`config.mk`:
```
export PLATFORM = sky130hd
export DESIGN_NAME = digit_token_packer
export DESIGN_NICKNAME = d
export VERILOG_FILES = /design/src/rtl/digit_token_packer.sv
export SDC_FILE = /design/constraint.sdc
export NUM_CORES = 1
export LEC_CHECK = 0
export CORE_MARGIN = 2
export CORE_UTILIZATION = 35
export DETAILED_ROUTE_END_ITERATION = 8
export PLACE_DENSITY = 0.49
export SYNTH_ARGS = -nofsm -noshare
export SYNTH_HDL_FRONTEND = slang
export SYNTH_SLANG_ARGS = --single-unit
export TNS_END_PERCENT = 100
```
`constraint.sdc`:
```
create_clock -name clk -period 5.9 [get_ports clk]
set_input_delay 1.18 -clock clk [delete_from_list [all_inputs] [get_ports clk]]
set_output_delay 1.18 -clock clk [all_outputs]
set_load 0.005 [all_outputs]
```
`src/rtl/digit_token_packer.sv`:
```
// Generic synchronous FIFO, registered storage with the head slot read combinationally.
// Latency: a written entry is visible at rd_dat/rd_vld from the edge that writes it.
// Backpressure: wr_rdy drops only when full with no pop on the same edge; rd side is valid/ready.
//
// Ports: clk/rst (async active-high), wr_vld/wr_dat/wr_rdy write side,
//        rd_vld/rd_dat/rd_rdy read side, count = occupied entries.
module sync_fifo #(
    parameter int W     = 8,
    parameter int DEPTH = 4
) (
    input  logic                     clk,
    input  logic                     rst,
    input  logic                     wr_vld,
    input  logic [W-1:0]             wr_dat,
    output logic                     wr_rdy,
    output logic                     rd_vld,
    output logic [W-1:0]             rd_dat,
    input  logic                     rd_rdy,
    output logic [$clog2(DEPTH):0]   count
);
    localparam int AW = $clog2(DEPTH);
    localparam logic [AW:0] FULL_CNT = (AW+1)'(DEPTH);

    logic [W-1:0]  mem [DEPTH];
    logic [AW-1:0] wr_ptr;
    logic [AW-1:0] rd_ptr;
    logic          do_wr;
    logic          do_rd;

    assign rd_vld = (count != '0);
    assign do_rd  = rd_vld && rd_rdy;
    // A pop on the same edge frees the slot, so a full FIFO can still take a write.
    assign wr_rdy = (count != FULL_CNT) || do_rd;
    assign do_wr  = wr_vld && wr_rdy;
    assign rd_dat = mem[rd_ptr];

    always_ff @(posedge clk or posedge rst) begin
        if (rst) begin
            for (int i = 0; i < DEPTH; i++) begin
                mem[i] <= '0;
            end
            wr_ptr <= '0;
            rd_ptr <= '0;
            count  <= '0;
        end else begin
            if (do_wr) begin
                mem[wr_ptr] <= wr_dat;
                wr_ptr      <= wr_ptr + 1'b1;
            end
            if (do_rd) begin
                rd_ptr <= rd_ptr + 1'b1;
            end
            case ({do_wr, do_rd})
                2'b10:   count <= count + 1'b1;
                2'b01:   count <= count - 1'b1;
                default: count <= count;
            endcase
        end
    end
endmodule

// Converts space-terminated ASCII decimal digit runs into {value, digit count, overflow} entries.
// Latency: entry pushed on the edge sampling the terminating space; out_valid rises from that edge.
// Backpressure: none on the character input; full FIFO drops the token and sets sticky overrun.
//
// Ports: clk/rst (async active-high), in_data/in_write character stream,
//        out_value/out_digits/out_ovf/out_valid/out_ready FIFO head and handshake,
//        fifo_count occupancy, overrun sticky drop flag.
module digit_token_packer #(
    parameter int VAL_W = 16,
    parameter int DEPTH = 4,
    parameter int CNT_W = 4
) (
    input  logic                     clk,
    input  logic                     rst,
    input  logic [7:0]               in_data,
    input  logic                     in_write,
    output logic [VAL_W-1:0]         out_value,
    output logic [CNT_W-1:0]         out_digits,
    output logic                     out_ovf,
    output logic                     out_valid,
    input  logic                     out_ready,
    output logic [$clog2(DEPTH):0]   fifo_count,
    output logic                     overrun
);
    typedef struct packed {
        logic [VAL_W-1:0] value;
        logic [CNT_W-1:0] digits;
        logic             ovf;
    } entry_t;

    typedef enum logic [1:0] {
        IDLE    = 2'd0,
        ACCUM   = 2'd1,
        DISCARD = 2'd2
    } state_t;

    state_t           state, state_nxt;
    logic [VAL_W-1:0] acc, acc_nxt;
    logic [CNT_W-1:0] cnt, cnt_nxt;
    logic             ovf, ovf_nxt;
    logic             push_vld;
    logic             push_rdy;
    entry_t           push_dat;
    entry_t           head_dat;

    logic             is_digit;
    logic             is_space;
    logic [VAL_W-1:0] digit_val;
    logic [VAL_W+3:0] acc_next_wide;

    assign is_digit  = (in_data >= 8'h30) && (in_data <= 8'h39);
    assign is_space  = (in_data == 8'h20);
    assign digit_val = {{(VAL_W-4){1'b0}}, in_data[3:0]};
    // Four spare bits hold acc*10+9 for any acc, so the overflow test is just the top nibble.
    assign acc_next_wide = ({4'b0, acc} * (VAL_W+4)'(10)) + {4'b0, digit_val};

    always_ff @(posedge clk or posedge rst) begin
        if (rst) begin
            state <= IDLE;
            acc   <= '0;
            cnt   <= '0;
            ovf   <= 1'b0;
        end else begin
            state <= state_nxt;
            acc   <= acc_nxt;
            cnt   <= cnt_nxt;
            ovf   <= ovf_nxt;
        end
    end

    always_comb begin
        state_nxt = state;
        acc_nxt   = acc;
        cnt_nxt   = cnt;
        ovf_nxt   = ovf;
        push_vld  = 1'b0;
        if (in_write) begin
            case (state)
                IDLE: begin
                    if (is_digit) begin
                        state_nxt = ACCUM;
                        acc_nxt   = digit_val;
                        cnt_nxt   = CNT_W'(1);
                        ovf_nxt   = 1'b0;
                    end else if (!is_space) begin
                        state_nxt = DISCARD;
                    end
                end
                ACCUM: begin
                    if (is_digit) begin
                        if (|acc_next_wide[VAL_W+3:VAL_W]) begin
                            acc_nxt = '1;
                            ovf_nxt = 1'b1;
                        end else begin
                            acc_nxt = acc_next_wide[VAL_W-1:0];
                        end
                        if (cnt != '1) begin
                            cnt_nxt = cnt + 1'b1;
                        end
                    end else if (is_space) begin
                        push_vld  = 1'b1;
                        state_nxt = IDLE;
                    end else begin
                        state_nxt = DISCARD;
                    end
                end
                DISCARD: begin
                    if (is_space) begin
                        state_nxt = IDLE;
                    end
                end
                default: state_nxt = IDLE;
            endcase
        end
    end

    assign push_dat = '{value: acc, digits: cnt, ovf: ovf};

    sync_fifo #(
        .W     ($bits(entry_t)),
        .DEPTH (DEPTH)
    ) u_fifo (
        .clk    (clk),
        .rst    (rst),
        .wr_vld (push_vld),
        .wr_dat (push_dat),
        .wr_rdy (push_rdy),
        .rd_vld (out_valid),
        .rd_dat (head_dat),
        .rd_rdy (out_ready),
        .count  (fifo_count)
    );

    assign out_value  = head_dat.value;
    assign out_digits = head_dat.digits;
    assign out_ovf    = head_dat.ovf;

    always_ff @(posedge clk or posedge rst) begin
        if (rst) begin
            overrun <= 1'b0;
        end else if (push_vld && !push_rdy) begin
            overrun <= 1'b1;
        end
    end
endmodule

```
# == After elaboration in Yosys (flattened, before gate mapping) ==
# Cells that the tools add are included.
# op_classes
n_eq_ne,14
reduce_logical,16
add_sub_neg,6
bitwise_logic,2
n_lt_le_gt_ge,5
multipliers,1
muxes,29
# op_table
operator,count
$bwmux W84,1
$mux W21,3
$mux W16,3
$bmux W21 S2,1
$demux W21 S2,1
$pmux W16 S2,1
$add A20 B4 Y20,1
$mul A16 B3 Y19 const B,1
$mux W4,3
$ne A2 B2 Y1 const B,6
$mux W2,5
$reduce_and A5 Y1,2
$eq A8 B6 Y1 const B,1
$ge A8 B6 Y1 const B,1
$le A8 B6 Y1 const B,1
$pmux W4 S2,1
$reduce_and A4 Y1,2
$mux W1,7
$ge A3 B3 Y1 const B,2
$ne A3 B3 Y1 const B,2
$not A2 Y3,2
$pmux W2 S3,1
$pmux W3 S2,1
$logic_and A1 B1 Y1,5
15 further kinds,19
# totals
input_bits,12
output_inout_bits,26
reg_bits,115

# == Logic depth before layout (Yosys ltp) ==
# Gate-level depths: netlist of run 1.
# logic_depth
ltp_word,8
mapped_depth,14
mapped_depth_nobuf,13

# == Cells and area by module ==
# Synthesis of run 1 repeated with hierarchy kept, for this count alone.
# unflattened
hier_cells,493
area_unflattened_um2,6797.8
# modules_own_cells
mod,cells_each,seq_area_each_um2,area_each_um2,instances
sync_fifo,240,2277.2,4455.5,1
digit_token_packer,253,600.6,2342.2,1

# == Worst setup path before layout of run 1 ==
# Ideal clock, no wire load.
# synth_timing
path_kind,reg2reg
startpoint,register acc[3]
endpoint,register acc[15]
period_less_slack_ps,3388
arrival_time_ps,3237
required_time_ps,5750
path_stages_with_launch,15
path_slack_ps,2512
path_buffers,1
path_cell_list,dfrtp_1 -> ha_1 -> ha_1 -> inv_1 -> fa_1 -> nor2b_4 -> o2111ai_1 -> a211oi_2 -> o32ai_1 -> nor4b_4 -> nand2_2 -> or4_4 -> nand2_4 -> buf_12 -> a31oi_2
# synth_via
elab_chain_cells,6
# synth_rtl
element,line,rtl
from (decl),99,"logic [VAL_W-1:0] acc, acc_nxt;"
from (signal assigned),126,acc <= acc_nxt;
$mul A16 B3 Y19 (*),116,"assign acc_next_wide = ({4'b0, acc} * (VAL_W+4)'(10)) + {4'b0, digit_val};"
$add A20 B4 Y20 (*),116,
$reduce_or A4 Y1,152,if (|acc_next_wide[VAL_W+3:VAL_W]) begin
$mux W16 (*),152,
$mux W16 (*),151,if (is_digit) begin
$pmux W16 S2 (*),139,case (state)
# Mark *: on every way between the ends. The rest lies on a longest branch, timed or not. The select of a mux whose other input is x is not followed.
# A chain may end at the register's enable or synchronous reset.

# == Final worst setup path of run 1 ==
# layout_timing
startpoint,input in_data[5]
endpoint,register u_fifo.mem[14] (netlist name)
# layout_via
elab_chain_cells,6
elab_cells_between_ends,9
classes_between,2 x order compare; 1 x eq/ne; 4 x mux; 2 x reduce/logical
# layout_rtl
element,line,rtl
from (decl),76,"input logic [7:0] in_data,"
"$ge A8 B6 Y1, or another cell as far along",112,assign is_digit = (in_data >= 8'h30) && (in_data <= 8'h39);
$logic_and A1 B1 Y1 / $mux W1 (equally long branches),"112, 161",
$mux W1 (*),151,
$mux W1 (*),139,
$mux W1 (*),138,if (in_write) begin
$logic_and A1 B1 Y1 (*),34,assign do_wr = wr_vld && wr_rdy;
"to (signal, indexed assignment)",47,mem[wr_ptr] <= wr_dat;
to (decl),24,logic [W-1:0] mem [DEPTH];
# Mark *: on every way between the ends. The rest lies on a longest branch, timed or not.

==> out/qor.json, run 1 <==
{
  "layout-drive-gt1-share": 0.2691,
  "finalCriticalPeriod_ns": 3.946,
  "post_synthesis_cell_count": 524,
  "timing.hold.worst.class": "reg2reg",
  "finalSetupTns_ns": 0,
  "floorplan.die.height_um": 139.0,
  "hpwl_um": 9595,
  "highest_count_cells_in_the_layout_ignoring_fill_and_taps": "115 x sky130_fd_sc_hd__dfrtp_1, 76 x sky130_fd_sc_hd__mux2_2, 39 x sky130_fd_sc_hd__o21ai_0, 37 x sky130_fd_sc_hd__ha_1, 37 x sky130_fd_sc_hd__clkdlybuf4s50_1",
  "portBuffers": 37,
  "floorplan.initialDensity": 0.3562,
  "std_cell_rows": 49,
  "grt_first_pass_wirelength_um": 23400,
  "viasPerCell": 5.313,
  "synth_enable_flop_cells": 0,
  "finalWeightedCongestion": 0.7635,
  "ioPinCount": 38,
  "max_freq_mhz": 253.4,
  "synth.net_count": 576,
  "route.detailed.drc": 0,
  "post_cts_buffers": 0,
  "cp_top_family": "simple AND/OR/NAND/NOR gates",
  "netlist_area_before_placement_um2": 6377,
  "starting_drc_count_in_detailed_routing": 300,
  "yosysWarnings": 0,
  "tritoncts": "done",
  "synth-async-reset-ratio": 1.000,
  "cts-resized-gates": 0,
  "synth.avg_cell_area_um2": 12.17,
  "antenna_violating_nets_post_route": 0,
  "design.core.area_um2": 17900,
  "drt-pass1-iter-count": 4,
  "slew_headroom": 0.2834,
  "postLayoutSetupSlackWorst_ns": 1.954,
  "timing_worst_slew_pin_value_ns": 1.072,
  "utilization": 0.4289,
  "cts-root-buf": "sky130_fd_sc_hd__clkbuf_16",
  "largest_net_degree_at_the_start_of_global_routing": 79,
  "dpl_worst_slack_ns": 1.474,
  "die_width_um": 139.0,
  "vias": 4277,
  "grtUsageTotal": 0.1521,
  "clkLatencyLatePin_ns": 0.40,
  "ctsLongestPathBuffers": 2,
  "final-instance-count-excl-fill": 805,
  "grt_ovf": 0,
  "drt-total-wl_um": 13840,
  "timing.final.hold_violations": 0,
  "total_leakage_power_nw": 3.553,
  "synth_top_flop_cell": "sky130_fd_sc_hd__dfrtp_1",
  "setup-violations-final": 0,
  "number_of_placed_cells_counting_well_taps": 773,
  "power.density_cell_area_nw_per_um2": 416.6,
  "worstSetupEndpointType": "register",
  "synth_sequential_area_ratio": 0.4512,
  "critical_path.slowest_cell": "sky130_fd_sc_hd__nand2_1",
  "maxSlewViolCount": 0,
  "layout-area-overhead-vs-synth_pct": 20.40,
  "critical_path.max_fanout": 23,
  "critical_path_required_ns": 6.18,
  "number_of_h_tree_levels": 4,
  "skew_ns": 0.007602,
  "fin_nets": 615,
  "numCtsBuffers": 17,
  "critical_path.startpoint_type": "input pin",
  "antennaDiodeCount": 0,
  "maxCapViolCount": 0,
  "post_cts_hold_buffer_count": 0,
  "critPathKind": "in2reg",
  "min_period_over_period": 0.6688,
  "whs_ns": 0.4818,
  "synth_cell_type_count": 55,
  "via_count_of_the_first_global_routing_pass": 4415,
  "rsz0062_at_grt": "no",
  "run_status": "finished clean",
  "cts.clk_slew.worst_paths_ns": 0.05,
  "cp.arrival_ns": 4.22,
  "worst-path-buf-inv": 1,
  "critical_path_cell_list": "clkdlybuf4s50_1 -> nor3b_1 -> nand4b_1 -> nor3_1 -> nand2_1 -> mux2_2",
  "route.detailed.wl_per_inst_um": 17.20,
  "slowest_delay_ns": 0.82,
  "vdd_drop_max_v": 0.0001699,
  "clock-sinks": 115,
  "floorplan.die_area_um2": 19320,
  "mostFrequentLayoutCell": "sky130_fd_sc_hd__dfrtp_1",
  "ys_ff_latch": 115,
  "grt_antenna_before_repair": 0
}
-- flip-flops by register name (all words and copies together) (netlist names) --
signal,cells
u_fifo.wr_ptr,2
acc,16
u_fifo.count,3
u_fifo.rd_ptr,2
overrun,1
cnt,4
u_fifo.mem,84
state,2
ovf,1
-- worst register-to-register path, delay by kind of cell, from the launching register on --
family | cells | cell delay (ns)
compound gates | 5 | 1.16
simple gates | 4 | 1.01
fa+ha+maj | 3 | 0.95
flops | 1 | 0.46
buf+inv | 1 | 0.06
-- kinds of logic after synthesis --
group                      synth area share
AOI/OAI and AO/OA                   0.09928
xor gates and xnor gates            0.03708
adders and majority gates           0.08201
buffers and inverters               0.02943
DFF                                  0.4512
muxes                                0.2115
and+or+nand+nor                     0.08946
-- metal layers --
layer  part of all wire  up-vias  global-route usage  wire [um]
li1                   -     2014                   -          -
met1               0.48     2192              0.2094       6643
met2               0.48       58              0.2450       6700
met3              0.021       13             0.02693        290
met4              0.015        0             0.04997        209
met5                  0        -                   0          0
-- Yosys cell counts, drive strengths merged, types with 2 or more instances --
cell     count  area [um2]
dfrtp      115        2878
mux2        76       855.8
o21ai       41       205.2
ha          37       462.9
nand2       29       118.9
inv         21       78.83
mux4        21       473.0
nor2        21       78.83
a31oi       18       156.4
xor2        15       131.4
buf         13       71.32
a21oi       12       63.81
xnor2       12       105.1
clkbuf      10       37.54
nor3         9       45.04
nand3        8       40.04
or3          8       50.05
nor2b        7       51.30
nand4        5       31.28
a21o         4       30.03
o21a         4       30.03
or4          4       37.53
a211oi       3       27.52
fa           3       60.06
o2111ai      3       26.28
and2         2       12.51
and3         2       12.51
mux2i        2       20.02
nor3b        2       15.01
nor4b        2       32.53
o32ai        2       17.52
-- layout make-up --
class / instances / area (um2)
clock buffer: 23 / 508.0
clock inverter: 9 / 195.2
fill: 1677 / 10220
inverter: 21 / 81.33
multi-input combinational: 365 / 3314
sequential: 115 / 2878
tap: 229 / 286.5
timing repair buffer: 43 / 415.4
-- report_power, final --
part           switching, mW  internal [mW]
combinational          0.603          0.416
sequential             0.125          0.857
clock                  0.341          0.858
-- metrics by stage --
step	instance area [um2]	power (mW)
floorplan	6377	1.790
global placement	6975	2.010
detailed placement	6975	2.031
CTS	7679	3.233
global route	7679	3.403
finish	7679	3.199
-- path summary, 6_finish.rpt --
kind	start	endpoint	slack, ns	depth (start not counted)
min	u_fifo.mem[48]$_DFFE_PP0P_	u_fifo.mem[48]$_DFFE_PP0P_	0.48	2
min reg2reg	u_fifo.mem[48]$_DFFE_PP0P_	u_fifo.mem[48]$_DFFE_PP0P_	0.48	2
max reg2reg	acc[3]$_DFFE_PP0P_	ovf$_DFFE_PP0P_	2.14	13
max	in_data[5]	u_fifo.mem[14]$_DFFE_PP0P_	1.95	6
min in group asynchronous	rst	u_fifo.mem[40]$_DFFE_PP0P_	1.36	2
max in group asynchronous	rst	u_fifo.rd_ptr[0]$_DFFE_PP0P_	3.50	3
(Power assumes the default switching activity.)
==> run 2, diff against run 1 <==
--- a/config.mk
+++ b/config.mk
@@ -8,7 +8,7 @@
 export CORE_MARGIN = 2
 export CORE_UTILIZATION = 35
 export DETAILED_ROUTE_END_ITERATION = 8
-export PLACE_DENSITY = 0.49
+export PLACE_DENSITY = 0.51
 export SYNTH_ARGS = -nofsm -noshare
 export SYNTH_HDL_FRONTEND = slang
 export SYNTH_SLANG_ARGS = --single-unit
==> constraint.sdc (replaced) <==
create_clock -name clk -period 3.3 [get_ports clk]
set_input_delay 0.66 -clock clk [delete_from_list [all_inputs] [get_ports clk]]
set_output_delay 0.66 -clock clk [all_outputs]
set_load 0.005 [all_outputs]
==> out/qor.json, run 2 (same netlist as run 1, synthesis figures left out) <==
{
  "route.detailed.drc": 0,
  "starting_drc_count_in_detailed_routing": 245,
  "cp.arrival_ns": 3.58,
  "mostFrequentLayoutCell": "sky130_fd_sc_hd__dfrtp_1",
  "timing.rr.start": "acc[5]$_DFFE_PP0P_",
  "critical_path_required_ns": 3.58,
  "layout-area-overhead-vs-synth_pct": 33.06,
  "floorplan.die.height_um": 139.0,
  "clkLatencyLatePin_ns": 0.41,
  "grt_first_pass_wirelength_um": 25050,
  "whs_ns": 0.4786,
  "vdd_drop_max_v": 0.0004684,
  "top_layer_used": "met4",
  "largestRegisters": "u_fifo.mem (84), acc (16), cnt (4)",
  "ioPinCount": 38,
  "critical_path.startpoint_type": "register",
  "critical_path.max_fanout": 8,
  "maxCapViolCount": 0,
  "largest_register_ffs": 84,
  "antennaDiodeCount": 0,
  "grtUsageTotal": 0.1646,
  "drt-pass1-iter-count": 4,
  "grt_antenna_before_repair": 0,
  "timing_worst_slew_pin_value_ns": 0.8589,
  "violations": "setup timing",
  "cts.clk_slew.worst_paths_ns": 0.05,
  "power.density_cell_area_nw_per_um2": 747.8,
  "setup-violations-final": 1,
  "design.core.area_um2": 17900,
  "drt-total-wl_um": 15190,
  "via_count_of_the_first_global_routing_pass": 4709,
  "layout.area.seq_um2": 2885,
  "run_status": "complete, but fails checks",
  "met2WireLength_um": 7592,
  "post_place_cell_area_um2": 7540,
  "hpwl_um": 10720,
  "skew_ns": 0.01028,
  "netSwitchingPower_mw": 2.245,
  "max_freq_mhz": 302.2,
  "std_cell_rows": 49,
  "finalCriticalPeriod_ns": 3.309,
  "highest_count_cells_in_the_layout_ignoring_fill_and_taps": "109 x sky130_fd_sc_hd__dfrtp_1, 76 x sky130_fd_sc_hd__mux2_2, 63 x sky130_fd_sc_hd__buf_4, 37 x sky130_fd_sc_hd__o21ai_0, 37 x sky130_fd_sc_hd__clkdlybuf4s50_1",
  "critical_path.slowest_cell": "sky130_fd_sc_hd__or4_4",
  "post_cts_hold_buffer_count": 0,
  "vias": 4491,
  "wirelength_met1_um": 7146,
  "total_leakage_power_nw": 3.864,
  "slowest_delay_ns": 0.63,
  "layout-drive-gt1-share": 0.3947,
  "route.detailed.wl_per_inst_um": 17.46,
  "timing.final.hold_violations": 0,
  "worstSetupEndpointType": "register",
  "layout.cell_area.non_filler_um2": 8486,
  "worst-path-buf-inv": 1,
  "finalWeightedCongestion": 0.8147,
  "grt_ovf": 0,
  "slew_headroom": 0.4262,
  "cp_top_family": "simple AND/OR/NAND/NOR gates",
  "viasPerCell": 5.162,
  "fin_nets": 682,
  "largest_net_degree_at_the_start_of_global_routing": 41,
  "tritoncts": "done",
  "die_width_um": 139.0,
  "numCtsBuffers": 17,
  "antenna_violating_nets_post_route": 0,
  "critical_path_cell_list": "buf_4 -> ha_4 -> ha_4 -> o21ai_2 -> a21o_1 -> or4_4 -> a31oi_4 -> xnor2_1 -> a31oi_1 -> or4_4 -> nand2_8 -> a31oi_1",
  "postLayoutSetupSlackWorst_ns": -0.009027,
  "number_of_h_tree_levels": 4,
  "register_containing_the_most_flip_flops_in_the_final_layout": "u_fifo.mem",
  "timing.hold.worst.class": "reg2reg",
  "fillCellCount": 1604,
  "cp-startpoint": "acc[5]$_DFFE_PP0P_",
  "maxSlewViolCount": 0,
  "floorplan.die_area_um2": 19320,
  "critPathKind": "reg2reg",
  "hp-start": "u_fifo.mem[27]$_DFFE_PP0P_",
  "cts-root-buf": "sky130_fd_sc_hd__clkbuf_16",
  "power.clock.fraction": 0.276,
  "rsz0062_at_grt": "yes",
  "min_period_over_period": 1.003,
  "floorplan.initialDensity": 0.3562,
  "internal_power_mw": 4.101,
  "power.switching_fraction": 0.3538,
  "pwr-share-seq": 0.277,
  "portBuffers": 37,
  "totalPowerFinal_mw": 6.345,
  "detailroute.wirelength.met3_um": 196,
  "power.share.combinational": 0.447,
  "ctsLongestPathBuffers": 2,
  "clock-sinks": 115,
  "multi_input_area_um2": 3652
}
## run 2: changes by cell type in the layout (fill, tap and decap cells not counted), sizes merged
cell / change
clkinvlp: +2
inv: -1
buf: +65
bufinv: -5
clkinv: -2
clkbuf: +4
nand2: +2
## run 2: worst register-to-register path: stages, from the launching register on
cell and delay (ns):
sky130_fd_sc_hd__dfrtp_1 0.42, sky130_fd_sc_hd__buf_4 0.16, sky130_fd_sc_hd__ha_4 0.21, sky130_fd_sc_hd__ha_4 0.26
sky130_fd_sc_hd__o21ai_2 0.07, sky130_fd_sc_hd__a21o_1 0.21, sky130_fd_sc_hd__or4_4 0.54, sky130_fd_sc_hd__a31oi_4 0.19
sky130_fd_sc_hd__xnor2_1 0.13, sky130_fd_sc_hd__a31oi_1 0.10, sky130_fd_sc_hd__or4_4 0.63, sky130_fd_sc_hd__nand2_8 0.15
sky130_fd_sc_hd__a31oi_1 0.10
## run 2: final cells by class
cell class                 count  share of cell area
inverter                      21            0.009732
tap                          229             0.03377
clock buffer                  27             0.06281
clock inverter                 3            0.005013
multi-input combinational    367              0.4304
timing repair buffer         108              0.1183
sequential                   115              0.3400
## run 2: path summary, 6_finish.rpt
kind                                              end  slack, ns  cells past startpoint
setup / recovery                   acc[3]$_DFFE_PP0P_     -0.009                     12
hold / removal             u_fifo.mem[27]$_DFFE_PP0P_       0.48                      2
setup reg to reg                   acc[3]$_DFFE_PP0P_     -0.009                     12
hold reg to reg            u_fifo.mem[27]$_DFFE_PP0P_       0.48                      2
max in group asynchronous          acc[9]$_DFFE_PP0P_       1.84                      3
min in group asynchronous   u_fifo.mem[1]$_DFFE_PP0P_       0.78                      2
## run 2: through the flow
stage,std cells,worst slack (ns),utilization,TNS [ns]
global placement,833,-0.09455,0.4212,-1.574
floorplan,524,0.01066,-,0
finish,870,-0.009027,0.4740,-0.009027
global route,870,-0.1301,0.4740,-1.731
detailed placement,833,-0.1643,0.4212,-2.656
CTS,869,-0.008104,0.4687,-0.02312
## run 2: power groups by stage
stage | registers (mW) | logic (mW) | clock network [mW]
2_1_floorplan | 1.69 | 1.55 | 0
5_1_grt | 1.78 | 3.13 | 1.86
3_3_place_gp | 1.74 | 2.35 | 0
6_report | 1.76 | 2.84 | 1.75
3_5_place_dp | 1.74 | 2.39 | 0
4_1_cts | 1.74 | 2.77 | 1.80
## run 2: what timing repair did
action	in CTS	in global routing
buffers inserted	4	1
cloned	2	0
endpoints found under the setup margin	17	17
gates resized for setup	31	13
pin swaps	16	10
## run 2: metal layers
layer	track usage	vias to the layer above
met2	0.2759	40
li1	-	2155
met4	0.05688	0
met5	0	-
met3	0.02728	21
met1	0.2172	2275
==> run 3, diff against run 2 <==
==> constraint.sdc (replaced) <==
create_clock -name clk -period 3.3 [get_ports clk]
set_input_delay 0.495 -clock clk [delete_from_list [all_inputs] [get_ports clk]]
set_output_delay 0.495 -clock clk [all_outputs]
set_load 0.005 [all_outputs]
==> out/qor.json, run 3 (same netlist as run 1, synthesis figures left out) <==
{
  "critical_path.startpoint_type": "register",
  "grt_ovf": 0,
  "rsz0062_at_grt": "yes",
  "ctsLongestPathBuffers": 2,
  "power.density_cell_area_nw_per_um2": 782.6,
  "clock-sinks": 115,
  "worstSetupEndpointType": "register",
  "floorplan.die.height_um": 139.0,
  "postLayoutSetupSlackWorst_ns": -0.1564,
  "cts-root-buf": "sky130_fd_sc_hd__clkbuf_16",
  "grt_antenna_before_repair": 0,
  "ioPinCount": 38,
  "antennaDiodeCount": 0,
  "cts.clk_slew.worst_paths_ns": 0.06,
  "viasPerCell": 5.126,
  "post_cts_hold_buffer_count": 0,
  "number_of_h_tree_levels": 4,
  "mostFrequentLayoutCell": "sky130_fd_sc_hd__dfrtp_1",
  "violations": "setup timing",
  "max_freq_mhz": 289.3,
  "slowest_delay_ns": 0.55,
  "route.detailed.wl_per_inst_um": 17.62,
  "run_status": "complete, but fails checks",
  "critical_path.max_fanout": 8,
  "fillCellCount": 1606,
  "skew_ns": 0.007056,
  "total_leakage_power_nw": 3.906,
  "route.detailed.drc": 0,
  "critPathKind": "reg2reg",
  "numCtsBuffers": 17,
  "design.core.area_um2": 17900,
  "setup-violations-final": 17,
  "timing_worst_slew_pin_value_ns": 0.6196,
  "layout-drive-gt1-share": 0.4062,
  "register_containing_the_most_flip_flops_in_the_final_layout": "u_fifo.mem",
  "drt-pass1-iter-count": 4,
  "maxSlewViolCount": 0,
  "totalPowerFinal_mw": 6.712,
  "grt_first_pass_wirelength_um": 25440,
  "die_width_um": 139.0,
  "critical_path_required_ns": 3.58,
  "floorplan.initialDensity": 0.3562,
  "largest_net_degree_at_the_start_of_global_routing": 116,
  "largest_register_ffs": 84,
  "critical_path_cell_list": "ha_1 -> ha_1 -> a211oi_4 -> o21a_1 -> buf_4 -> or4_4 -> a31oi_4 -> xnor2_1 -> a31oi_1 -> or4_4 -> nand2_8 -> a31oi_1",
  "critical_path.slowest_cell": "sky130_fd_sc_hd__or4_4",
  "portBuffers": 37,
  "largestRegisters": "u_fifo.mem (84), acc (16), cnt (4)",
  "post_place_cell_area_um2": 7465,
  "fin_nets": 689,
  "layout.area.seq_um2": 2882,
  "via_count_of_the_first_global_routing_pass": 4844,
  "timing.hold.worst.class": "reg2reg",
  "slew_headroom": 0.5870,
  "maxCapViolCount": 0,
  "hp-start": "overrun$_DFFE_PP0P_",
  "finalWeightedCongestion": 0.8025,
  "min_period_over_period": 1.047,
  "std_cell_rows": 49,
  "cp-startpoint": "acc[4]$_DFFE_PP0P_",
  "timing.rr.start": "acc[4]$_DFFE_PP0P_",
  "multi_input_area_um2": 3702,
  "hpwl_um": 10390,
  "grtUsageTotal": 0.1672,
  "floorplan.die_area_um2": 19320,
  "starting_drc_count_in_detailed_routing": 210,
  "clkLatencyLatePin_ns": 0.41,
  "drt-total-wl_um": 15490,
  "tritoncts": "done",
  "layout.cell_area.non_filler_um2": 8577,
  "vdd_drop_max_v": 0.0004749,
  "highest_count_cells_in_the_layout_ignoring_fill_and_taps": "112 x sky130_fd_sc_hd__dfrtp_1, 76 x sky130_fd_sc_hd__mux2_2, 73 x sky130_fd_sc_hd__buf_4, 37 x sky130_fd_sc_hd__clkdlybuf4s50_1, 36 x sky130_fd_sc_hd__o21ai_0",
  "finalCriticalPeriod_ns": 3.456,
  "antenna_violating_nets_post_route": 0,
  "layout-area-overhead-vs-synth_pct": 34.49,
  "timing.final.hold_violations": 0,
  "vias": 4506,
  "cp.arrival_ns": 3.74
}
[run 3: final cells by class]
| class | instances | share of cell area |
|---|---|---|
| multi-input combinational | 367 | 0.4317 |
| tap | 229 | 0.03341 |
| sequential | 115 | 0.3360 |
| clock buffer | 20 | 0.05208 |
| timing repair buffer | 115 | 0.1157 |
| clock inverter | 12 | 0.02159 |
| inverter | 21 | 0.009628 |
[run 3: worst max-delay path, delay by kind of cell (launching register included)]
kind / cells / cell delay (ns)
simple gates: 3 / 1.22
fa+ha+maj: 2 / 0.69
compound gates: 5 / 0.71
flops: 1 / 0.41
buf+inv: 1 / 0.13
xor+xnor: 1 / 0.14
[run 3: path summary, 6_finish.rpt]
path | to | cells past startpoint | slack (ns)
setup / recovery | acc[3]$_DFFE_PP0P_ | 12 | -0.16
hold / removal | overrun$_DFFE_PP0P_ | 1 | 0.47
setup reg to reg | acc[3]$_DFFE_PP0P_ | 12 | -0.16
hold reg to reg | overrun$_DFFE_PP0P_ | 1 | 0.47
max in group asynchronous | acc[5]$_DFFE_PP0P_ | 3 | 2.20
min in group asynchronous | u_fifo.mem[67]$_DFFE_PP0P_ | 3 | 0.61
[run 3: repair_timing]
action / CTS / global route
gates cloned: 2 / 0
buffers inserted: 8 / 4
pin swaps: 30 / 18
endpoints found under the setup margin: 17 / 17
gates resized for setup: 32 / 23
[run 3: power by group]
group	switching, mW	internal, mW
Sequential	0.166	1.54
Combinational	1.62	1.43
Clock	0.622	1.35
Total	2.40	4.31
[run 3: metal layers]
metal / vias up / part of all wire / GRT usage / wire, um
met5: - / 0 / 0 / 0
met4: 0 / 0.019 / 0.06061 / 291
met3: 21 / 0.020 / 0.02866 / 313
met2: 65 / 0.50 / 0.2777 / 7764
met1: 2258 / 0.46 / 0.2212 / 7121
li1: 2162 / - / - / -
[run 3: through the flow]
step	hold WS, ns	instances	setup slack, ns	setup TNS, ns	utilization
6_report	0.4674	879	-0.1564	-1.958	0.4791
5_1_grt	0.4996	879	-0.2683	-3.943	0.4791
4_1_cts	0.4752	875	-0.08024	-1.115	0.4680
3_5_place_dp	0.4681	833	-0.2099	-3.365	0.4170
3_3_place_gp	0.4561	833	-0.09964	-1.649	0.4170
2_1_floorplan	0.4446	524	0.01066	0	-
